`config.mk`:
```
export PLATFORM = sky130hd
export DESIGN_NAME = divider_32bit_flat
export DESIGN_NICKNAME = d
export VERILOG_FILES = /design/src/rtl/divider_32bit_if.sv /design/src/rtl/divider_32bit.sv /design/src/flat_wrapper.sv
export SDC_FILE = /design/constraint.sdc
export NUM_CORES = 1
export LEC_CHECK = 0
export ABC_AREA = 1
export BUFFER_PORTS_ARGS = -buffer_cell sky130_fd_sc_hd__buf_2
export CAP_MARGIN = 0
export CORE_MARGIN = 2
export CORE_UTILIZATION = 45
export CTS_CLUSTER_DIAMETER = 80
export DETAILED_ROUTE_END_ITERATION = 8
export GPL_ROUTABILITY_DRIVEN = 0
export PLACE_DENSITY = 0.6
export SLEW_MARGIN = 25
export SYNTH_ARGS = -nofsm -noshare
export SYNTH_HDL_FRONTEND = slang
export SYNTH_SLANG_ARGS = --single-unit
```
`constraint.sdc`:
```
create_clock -name clk -period 4.5 [get_ports clk]
set_clock_uncertainty 0.1 [all_clocks]
set_input_delay 0.45 -clock clk [delete_from_list [all_inputs] [get_ports clk]]
set_output_delay 0.45 -clock clk [all_outputs]
set_load 0.02 [all_outputs]
```
`src/rtl/divider_32bit_if.sv`:
```
// Request/response bundle for the iterative 32-bit divider.
// The master issues start/kill with operands; the slave reports busy, valid and Result.
interface divider_32bit_if;
    logic        start;
    logic        kill;
    logic [1:0]  op;
    logic [31:0] A;
    logic [31:0] B;
    logic        busy;
    logic        valid;
    logic [31:0] Result;

    modport master (output start, kill, op, A, B, input busy, valid, Result);
    modport slave  (input start, kill, op, A, B, output busy, valid, Result);
endinterface

```
`src/rtl/divider_32bit.sv`:
```
// Iterative restoring divider for RISC-V DIV/DIVU/REM/REMU: one quotient bit per cycle,
// with divide-by-zero and signed-overflow results produced directly without iterating.
module divider_32bit (
    input  logic             clk,
    input  logic             reset,
    divider_32bit_if.slave   dif
);
    typedef enum logic [1:0] {IDLE, BUSY, DONE} state_t;

    state_t             state;
    logic [4:0]         cnt;
    logic [1:0]         op_q;
    logic [31:0]        rem_q;
    logic [31:0]        dvd_q;
    logic [31:0]        dvs_q;
    logic               q_neg;
    logic               r_neg;
    logic               busy_q;
    logic               valid_q;
    logic [31:0]        result_q;

    function automatic logic [31:0] negate(input logic [31:0] v);
        logic signed [31:0] s;
        s = v;
        return 32'(-s);
    endfunction

    function automatic logic [31:0] magnitude(input logic [31:0] v, input logic is_signed);
        return (is_signed && v[31]) ? negate(v) : v;
    endfunction

    // Operand classification in IDLE
    logic sgn_op;
    logic div_zero;
    logic overflow;
    assign sgn_op   = ~dif.op[0];
    assign div_zero = (dif.B == 32'd0);
    assign overflow = sgn_op && (dif.A == 32'h8000_0000) && (dif.B == 32'hFFFF_FFFF);

    // One restoring step: shift in the next dividend bit, subtract via inverted divisor + 1
    logic [32:0] shifted;
    logic [33:0] trial;
    logic        carry;
    logic [31:0] rem_next;
    logic [31:0] quo_next;
    logic        unused_trial_bit;
    assign shifted          = {rem_q, dvd_q[31]};
    assign trial            = {1'b0, shifted} + {1'b0, ~{1'b0, dvs_q}} + 34'd1;
    assign carry            = trial[33];
    assign rem_next         = carry ? trial[31:0] : shifted[31:0];
    assign quo_next         = {dvd_q[30:0], carry};
    assign unused_trial_bit = trial[32];

    logic [31:0] final_result;
    assign final_result = op_q[1] ? (r_neg ? negate(rem_next) : rem_next)
                                  : (q_neg ? negate(quo_next) : quo_next);

    always_ff @(posedge clk) begin
        if (reset) begin
            state    <= IDLE;
            cnt      <= 5'd0;
            op_q     <= 2'd0;
            rem_q    <= 32'd0;
            dvd_q    <= 32'd0;
            dvs_q    <= 32'd0;
            q_neg    <= 1'b0;
            r_neg    <= 1'b0;
            busy_q   <= 1'b0;
            valid_q  <= 1'b0;
            result_q <= 32'd0;
        end else if (dif.kill) begin
            state   <= IDLE;
            cnt     <= 5'd0;
            busy_q  <= 1'b0;
            valid_q <= 1'b0;
        end else begin
            case (state)
                IDLE: begin
                    valid_q <= 1'b0;
                    if (dif.start) begin
                        busy_q <= 1'b1;
                        if (div_zero) begin
                            state    <= DONE;
                            valid_q  <= 1'b1;
                            result_q <= dif.op[1] ? dif.A : 32'hFFFF_FFFF;
                        end else if (overflow) begin
                            state    <= DONE;
                            valid_q  <= 1'b1;
                            result_q <= dif.op[1] ? 32'd0 : 32'h8000_0000;
                        end else begin
                            state <= BUSY;
                            cnt   <= 5'd0;
                            op_q  <= dif.op;
                            rem_q <= 32'd0;
                            dvd_q <= magnitude(dif.A, sgn_op);
                            dvs_q <= magnitude(dif.B, sgn_op);
                            q_neg <= sgn_op & (dif.A[31] ^ dif.B[31]);
                            r_neg <= sgn_op & dif.A[31];
                        end
                    end
                end
                BUSY: begin
                    rem_q <= rem_next;
                    dvd_q <= quo_next;
                    cnt   <= cnt + 5'd1;
                    if (cnt == 5'd31) begin
                        state    <= DONE;
                        valid_q  <= 1'b1;
                        result_q <= final_result;
                    end
                end
                DONE: begin
                    state   <= IDLE;
                    busy_q  <= 1'b0;
                    valid_q <= 1'b0;
                end
                default: begin
                    state   <= IDLE;
                    busy_q  <= 1'b0;
                    valid_q <= 1'b0;
                end
            endcase
        end
    end

    assign dif.busy   = busy_q;
    assign dif.valid  = valid_q;
    assign dif.Result = result_q;
endmodule

```
`src/flat_wrapper.sv`:
```
// flat-port wrapper written by rule: the top's interface ports become plain ports
module divider_32bit_flat 
  (clk, reset, dif_start, dif_kill, dif_op, dif_A, dif_B, dif_busy, dif_valid, dif_Result);
  divider_32bit_if dif_i ();
  input  logic clk;
  input  logic reset;
  input wire logic [$bits(dif_i.start)-1:0] dif_start;
  input wire logic [$bits(dif_i.kill)-1:0] dif_kill;
  input wire logic [$bits(dif_i.op)-1:0] dif_op;
  input wire logic [$bits(dif_i.A)-1:0] dif_A;
  input wire logic [$bits(dif_i.B)-1:0] dif_B;
  output wire logic [$bits(dif_i.busy)-1:0] dif_busy;
  output wire logic [$bits(dif_i.valid)-1:0] dif_valid;
  output wire logic [$bits(dif_i.Result)-1:0] dif_Result;
  assign dif_i.start = dif_start;
  assign dif_i.kill = dif_kill;
  assign dif_i.op = dif_op;
  assign dif_i.A = dif_A;
  assign dif_i.B = dif_B;
  assign dif_busy = dif_i.busy;
  assign dif_valid = dif_i.valid;
  assign dif_Result = dif_i.Result;
  divider_32bit u_core (.clk(clk), .reset(reset), .dif(dif_i));
endmodule
```
==> results of run 1 <==
## sequential cells by signal (all words and copies together) (netlist names)
name and flops:
u_core.op_q 1, u_core.dif.busy 1, u_core.dvd_q 32, u_core.r_neg 1, u_core.rem_q 32, u_core.state 2, u_core.dif.valid 1, u_core.q_neg 1
u_core.cnt 5, u_core.dvs_q 32, u_core.dif.Result 32
## cell usage in the layout, fill, tap and decap left out, types with 36 or more instances in the layout
cell type / Yosys / layout
nand2_1: 562 / 561
inv_1: 296 / 296
nor2_1: 232 / 230
a21oi_1: 201 / 200
nand3_1: 174 / 174
o21ai_0: 147 / 147
dfxtp_1: 140 / 140
buf_2: 10 / 103
nor3_1: 39 / 39
ha_1: 39 / 39
nand2_2: 36 / 37
xor2_1: 36 / 36
## cells by family after synthesis
logic type      Yosys count  synth area share (%)
fa+ha+maj                40                  4.01
flops                   140                  22.1
simple gates           1140                  40.0
xor+xnor                 47                  3.25
buf+inv                 395                  12.5
compound gates          424                  18.1
## power by group through the flow
stage	sequential (W)	clock (W)	combinational, W
CTS	0.00134	0.00143	0.00124
global placement	0.00136	0	0.00123
global route	0.00134	0.00148	0.00141
floorplan	0.00136	0	0.000876
finish	0.00134	0.00142	0.00126
detailed placement	0.00136	0	0.00123
## worst register-to-register path: cells and delay by family (launching register included)
| family | cells | cell delay, ns |
|---|---|---|
| AOI/OAI and AO/OA | 3 | 0.37 |
| adders and majority gates | 2 | 0.52 |
| buffers and inverters | 6 | 0.49 |
| DFF | 1 | 0.33 |
| and+or+nand+nor | 18 | 2.22 |
## area by class of cell
cell class                 count  area [µm²]  area share [%]
sequential                   140        2800            20.0
clock buffer                  19         433            3.08
timing repair buffer         128         719            5.12
clock inverter                13         134           0.954
multi-input combinational   1652        8320            59.3
inverter                     307        1150            8.23
antenna                        1        2.50          0.0178
tap                          378         473            3.37
## per-layer routing
metal,global-route usage (%),vias to the layer above,wire (µm)
met1,42.0,6476,20400
li1,-,7188,-
met3,3.98,80,2740
met2,47.2,478,19500
met5,0,-,0
met4,10.1,0,1190
## cell usage after synthesis, types with 10 or more instances
| library cell | instances | share of area (%) |
|---|---|---|
| clkbuf_1 | 59 | 1.7 |
| o22ai_1 | 18 | 0.89 |
| o21ai_0 | 147 | 5.8 |
| a21oi_1 | 201 | 7.9 |
| nand3_1 | 174 | 6.9 |
| nand4_1 | 28 | 1.4 |
| nor2_1 | 232 | 6.9 |
| nand2_1 | 562 | 17 |
| inv_1 | 296 | 8.8 |
| buf_2 | 10 | 0.40 |
| xnor2_1 | 11 | 0.76 |
| xor2_1 | 36 | 2.5 |
| nand2_2 | 36 | 1.8 |
| dfxtp_1 | 140 | 22 |
| nor2_2 | 17 | 0.84 |
| ha_1 | 39 | 3.9 |
| a211oi_1 | 11 | 0.65 |
| nor3_1 | 39 | 1.5 |
## metrics by stage
step / hold slack (ns) / std cells / worst slack [ns]
2_1_floorplan: 0.335 / 2186 / 0.791
5_1_grt: 0.269 / 2637 / 0.0192
6_report: 0.231 / 2638 / 0.377
3_5_place_dp: 0.358 / 2602 / 0.349
4_1_cts: 0.235 / 2634 / 0.326
3_3_place_gp: 0.349 / 2602 / 0.350
## worst max-delay path by stage
stage,slack [ns],to,depth (start not counted),from
floorplan,0.79,u_core.dif.Result[30]$_SDFFE_PP0P_,26,u_core.dvs_q[23]$_SDFFE_PP0P_
global placement,0.35,u_core.dif.Result[24]$_SDFFE_PP0P_,24,u_core.dvs_q[9]$_SDFFE_PP0P_
detailed placement,0.35,u_core.dif.Result[24]$_SDFFE_PP0P_,24,u_core.dvs_q[9]$_SDFFE_PP0P_
CTS,0.33,u_core.dif.Result[24]$_SDFFE_PP0P_,24,u_core.dvs_q[9]$_SDFFE_PP0P_
global route,0.02,u_core.dif.Result[28]$_SDFFE_PP0P_,24,u_core.dvs_q[9]$_SDFFE_PP0P_
finish,0.38,u_core.dif.Result[28]$_SDFFE_PP0P_,29,u_core.dvs_q[7]$_SDFFE_PP0P_
## what timing repair did
| action | 4_1_cts | 5_1_grt |
|---|---|---|
| setup endpoints to repair | 0 | 8 |
| buffers inserted | 0 | 2 |
| gates resized for setup | 0 | 4 |
==> flow_summary.ini, run 1 <==
[sta]
setup_violations = 0
hold_viol_final = 0
maxSlewHeadroom_pct = 45.0
finalCritPeriodShare_pct = 91.6
slew_violations = 0
setup_tns_ns = 0
fmax_mhz = 243
rsz0062_at_grt = false
final.min_clock_period_ns = 4.12
tightest_slew_ns = 0.824

[grt]
grt_first_pass_wirelength_um = 68800
grt_pass1_vias = 12700
grt.total_usage_pct = 30.0
overflow = 0
antenna_found_initial = 1
grt_max_degree = 86

[power_and_ir_drop]
p_per_area_nw_per_um2 = 286
total_power_w = 0.00402
power_frac_clock_pct = 35.3
seq_power_share_pct = 33.3
comb_power_share_pct = 31.4
p_leak_nw = 6.81
switching_share_pct = 38.9
peakVddDrop_uv = 205
power.switching_w = 0.00156
internal-power_w = 0.00246

[worst_setup_path]
crit_path_start_kind = flop
cp-end-kind = flop
critPathBufInv = 6
r2r_cells = 29
reg2reg_slack_ns = 0.38
path_max_fanout = 13
path_class = flop to flop
crit_slowest_cell = nor4_4
crit_family = simple AND/OR/NAND/NOR gates
slowest_delay_ns = 0.36
r2r_end = u_core.dif.Result[28]$_SDFFE_PP0P_
r2r-start = u_core.dvs_q[7]$_SDFFE_PP0P_
required_ns = 4.78
critPathArrivalTime_ns = 4.40
path_common_cell = nand2_1

[routing]
viasPerCell = 5.39
vias = 14200
drt-pass1-iter-count = 6
drt_first_iter_violations = 1348
routed_wl_um = 43900
wl_per_cell_um = 16.6
drc = 0
drtAntennaViolNets = 0

[clock_network]
cts_hold_buf = 0
htree_levels = 4
cts.path.max_buffers = 2
cts_root_buffer = clkbuf_16
clkSlewWorstSetupHoldPaths_ns = 0.07
cts_made_buffers = 17
cts_tree = yes
clock_sinks = 140
clock_latency_ns = 0.45

[min_path]
hold_start = dif_start
hold_class = input pin to flop
hold_path_end = u_core.dif.busy$_SDFFE_PP0P_
whs_path_depth = 3

[yosys]
synth_area_um2 = 12700
synth.distinct_cells = 55
ys_seq_area_share_pct = 22.1
ys_async_sr_fraction_pct = 0
synthFlopType = dfxtp_1
ys_ff_latch = 140
synth.avg_cell_area_um2 = 5.80
syn_nets = 2296
yosys_warnings = 0
syn_inst = 2186
synth_edf_count = 0

[final_layout]
fin_util_pct = 50.5
drive_above_1_share_pct = 12.0
fill_cells = 3041
stdcell_area_um2 = 14000
syn_to_final_growth_pct = 10.8
num-nets-final = 2356

[die]
fp.dieH_um = 172
num_rows = 61
start_util_pct = 45.6
dieWidth_um = 172
dieArea_um2 = 29500
fp.coreArea_um2 = 27800
ios = 104

[placement]
hpwl_um = 33400
place_area_um2 = 13400
numPortBuffers = 103

[job]
drv_cap = 0

[outcome]
status = finished clean
Note: power is estimated with default switching activity, not from simulation.
==> run 2, diff against run 1 <==
--- a/config.mk
+++ b/config.mk
@@ -13,7 +13,7 @@
 export CTS_CLUSTER_DIAMETER = 80
 export DETAILED_ROUTE_END_ITERATION = 8
 export GPL_ROUTABILITY_DRIVEN = 0
-export PLACE_DENSITY = 0.6
+export PLACE_DENSITY = 0.62
 export SLEW_MARGIN = 25
 export SYNTH_ARGS = -nofsm -noshare
 export SYNTH_HDL_FRONTEND = slang
==> constraint.sdc (replaced) <==
create_clock -name clk -period 3.3 [get_ports clk]
set_clock_uncertainty 0.1 [all_clocks]
set_input_delay 0.33 -clock clk [delete_from_list [all_inputs] [get_ports clk]]
set_output_delay 0.33 -clock clk [all_outputs]
set_load 0.02 [all_outputs]
==> run 2 against run 1 <==
Against the previous run: the flow now finishes with violations (negative setup slack); wire length up 8.1%; die area unchanged; final cell count rose by 8.6%; non-clock buffer count rose by 232; global-route usage grew 1.4 points; critical path type unchanged; largest cell class unchanged.
==> flow_summary.ini, run 2 (synthesis gave the netlist of run 1 again) <==
[outcome]
status = complete, but fails checks
violations = negative setup slack

[sta]
final.min_clock_period_ns = 3.48
setup_ws_ns = -0.180
setup_violations = 26
hold_viol_final = 0
finalCritPeriodShare_pct = 105
slew_violations = 0
setup_tns_ns = -2.36
fmax_mhz = 287
tightest_slew_ns = 0.828
rsz0062_at_grt = true
maxSlewHeadroom_pct = 44.7

[power_and_ir_drop]
switching_share_pct = 37.5
comb_power_share_pct = 37.2
seq_power_share_pct = 30.6
p_leak_nw = 8.17
internal-power_w = 0.00375
p_per_area_nw_per_um2 = 355
power_frac_clock_pct = 32.2
peakVddDrop_uv = 266
total_power_w = 0.00600
power.switching_w = 0.00225

[final_layout]
final_common_cell = nand2_1
syn_to_final_growth_pct = 33.2
fin_cells = 2865
layout_common_cells = nand2_1, inv_1, buf_4
antennaDiodeCount = 0
num-nets-final = 2587
fill_cells = 2748
drive_above_1_share_pct = 26.8

[clock_network]
htree_levels = 4
cts.path.max_buffers = 2
clock_sinks = 140
cts_tree = yes
clock_latency_ns = 0.44
cts_hold_buf = 0
cts_made_buffers = 17
cts_root_buffer = clkbuf_16
clkSlewWorstSetupHoldPaths_ns = 0.06

[routing]
drt-pass1-iter-count = 6
drc = 0
viasPerCell = 5.40
vias = 15500
drt_first_iter_violations = 1523
drtAntennaViolNets = 0
routed_wl_um = 47400
wl_per_cell_um = 16.5

[grt]
grt_max_degree = 72
grt_pass1_vias = 13800
met2_usage_pct = 50.2
antenna_found_initial = 0
grtUsageMet1_pct = 44.6
grt_first_pass_wirelength_um = 72900
overflow = 0
grt.total_usage_pct = 31.3
grt_use_met3_pct = 3.87
busiest_layer = met2

[min_path]
hold_class = input pin to flop
whs_path_depth = 3
hold_path_end = u_core.dif.busy$_SDFFE_PP0P_
hold_start = dif_start

[worst_setup_path]
critPathArrivalTime_ns = 3.75
path_max_fanout = 6
crit_path_start_kind = flop
cp-end-kind = flop
r2r_end = u_core.dif.Result[16]$_SDFFE_PP0P_
path_class = flop to flop
r2r-start = u_core.dvs_q[17]$_SDFFE_PP0P_
reg2reg_slack_ns = -0.18
required_ns = 3.57
r2r_cells = 26

[die]
fp.dieH_um = 172
start_util_pct = 45.6
dieArea_um2 = 29500
ios = 104
fp.coreArea_um2 = 27800
num_rows = 61
dieWidth_um = 172

[job]
drv_cap = 0

[placement]
placed_cells = 2800
hpwl_um = 35700
numPortBuffers = 103
post-place-ws_ns = -0.175
-- run 2: metal layers --
metal	vias to the layer above	part of all wire, %
met5	-	0
met1	7152	46
li1	7629	-
met3	82	6.6
met2	614	46
met4	0	2.1
-- run 2: worst max path at each step --
stage,depth (start not counted),startpoint,to
floorplan,26,u_core.dvs_q[22]$_SDFFE_PP0P_,u_core.dif.Result[30]$_SDFFE_PP0P_
global placement,28,u_core.dvs_q[8]$_SDFFE_PP0P_,u_core.dif.Result[30]$_SDFFE_PP0P_
detailed placement,28,u_core.dvs_q[8]$_SDFFE_PP0P_,u_core.dif.Result[30]$_SDFFE_PP0P_
CTS,29,u_core.dvs_q[8]$_SDFFE_PP0P_,u_core.dif.Result[28]$_SDFFE_PP0P_
global route,27,u_core.dvs_q[20]$_SDFFE_PP0P_,u_core.dif.Result[22]$_SDFFE_PP0P_
finish,26,u_core.dvs_q[17]$_SDFFE_PP0P_,u_core.dif.Result[16]$_SDFFE_PP0P_
-- run 2: cell type report --
class / instances / area (µm²) / area share (%)
Timing Repair Buffer: 360 / 2690 / 15.9
Clock inverter: 10 / 120 / 0.712
Inverter: 307 / 1160 / 6.87
Sequential cell: 140 / 2830 / 16.8
Clock buffer: 19 / 443 / 2.62
Tap cell: 378 / 473 / 2.80
Multi-Input combinational cell: 1651 / 9160 / 54.3
-- run 2: repair_timing --
item	in CTS	in global routing
buffers inserted	9	24
resized for setup	45	142
cloned	0	4
pin swaps	12	48
endpoints found under the setup margin	23	28
-- run 2: metrics by stage --
stage / hold WS [ns] / utilization (%) / cell area [µm²]
floorplan: 0.344 / - / 13100
global placement: 0.355 / 55.5 / 15400
detailed placement: 0.357 / 55.5 / 15400
CTS: 0.124 / 58.1 / 16100
global route: 0.161 / 60.7 / 16900
finish: 0.128 / 60.7 / 16900
-- run 2: power groups by stage --
stage / Combinational (W) / Clock (W) / Sequential, W
after floorplan: 0.00125 / 0 / 0.00186
after global routing: 0.00244 / 0.00202 / 0.00184
after global placement: 0.00194 / 0 / 0.00186
after detailed placement: 0.00196 / 0 / 0.00186
final: 0.00223 / 0.00193 / 0.00183
after CTS: 0.00201 / 0.00195 / 0.00183
-- run 2: critical path, stage by stage, from the launching register on --
cell	delay (ns)
dfxtp_2	0.33
inv_1	0.06
ha_1	0.23
nand2_1	0.08
nand2_1	0.06
nand2_1	0.06
nand2_1	0.09
nand2_2	0.11
a21oi_4	0.07
nor2_4	0.20
nand2_8	0.09
buf_4	0.15
buf_12	0.13
buf_6	0.13
o21ai_4	0.18
ha_4	0.17
nand3_4	0.08
nor2_4	0.15
nand3_4	0.10
nor2_4	0.12
buf_6	0.13
nand2_2	0.05
nand2_2	0.05
a21oi_1	0.06
o21ai_1	0.14
nand3_1	0.11
a21oi_1	0.16
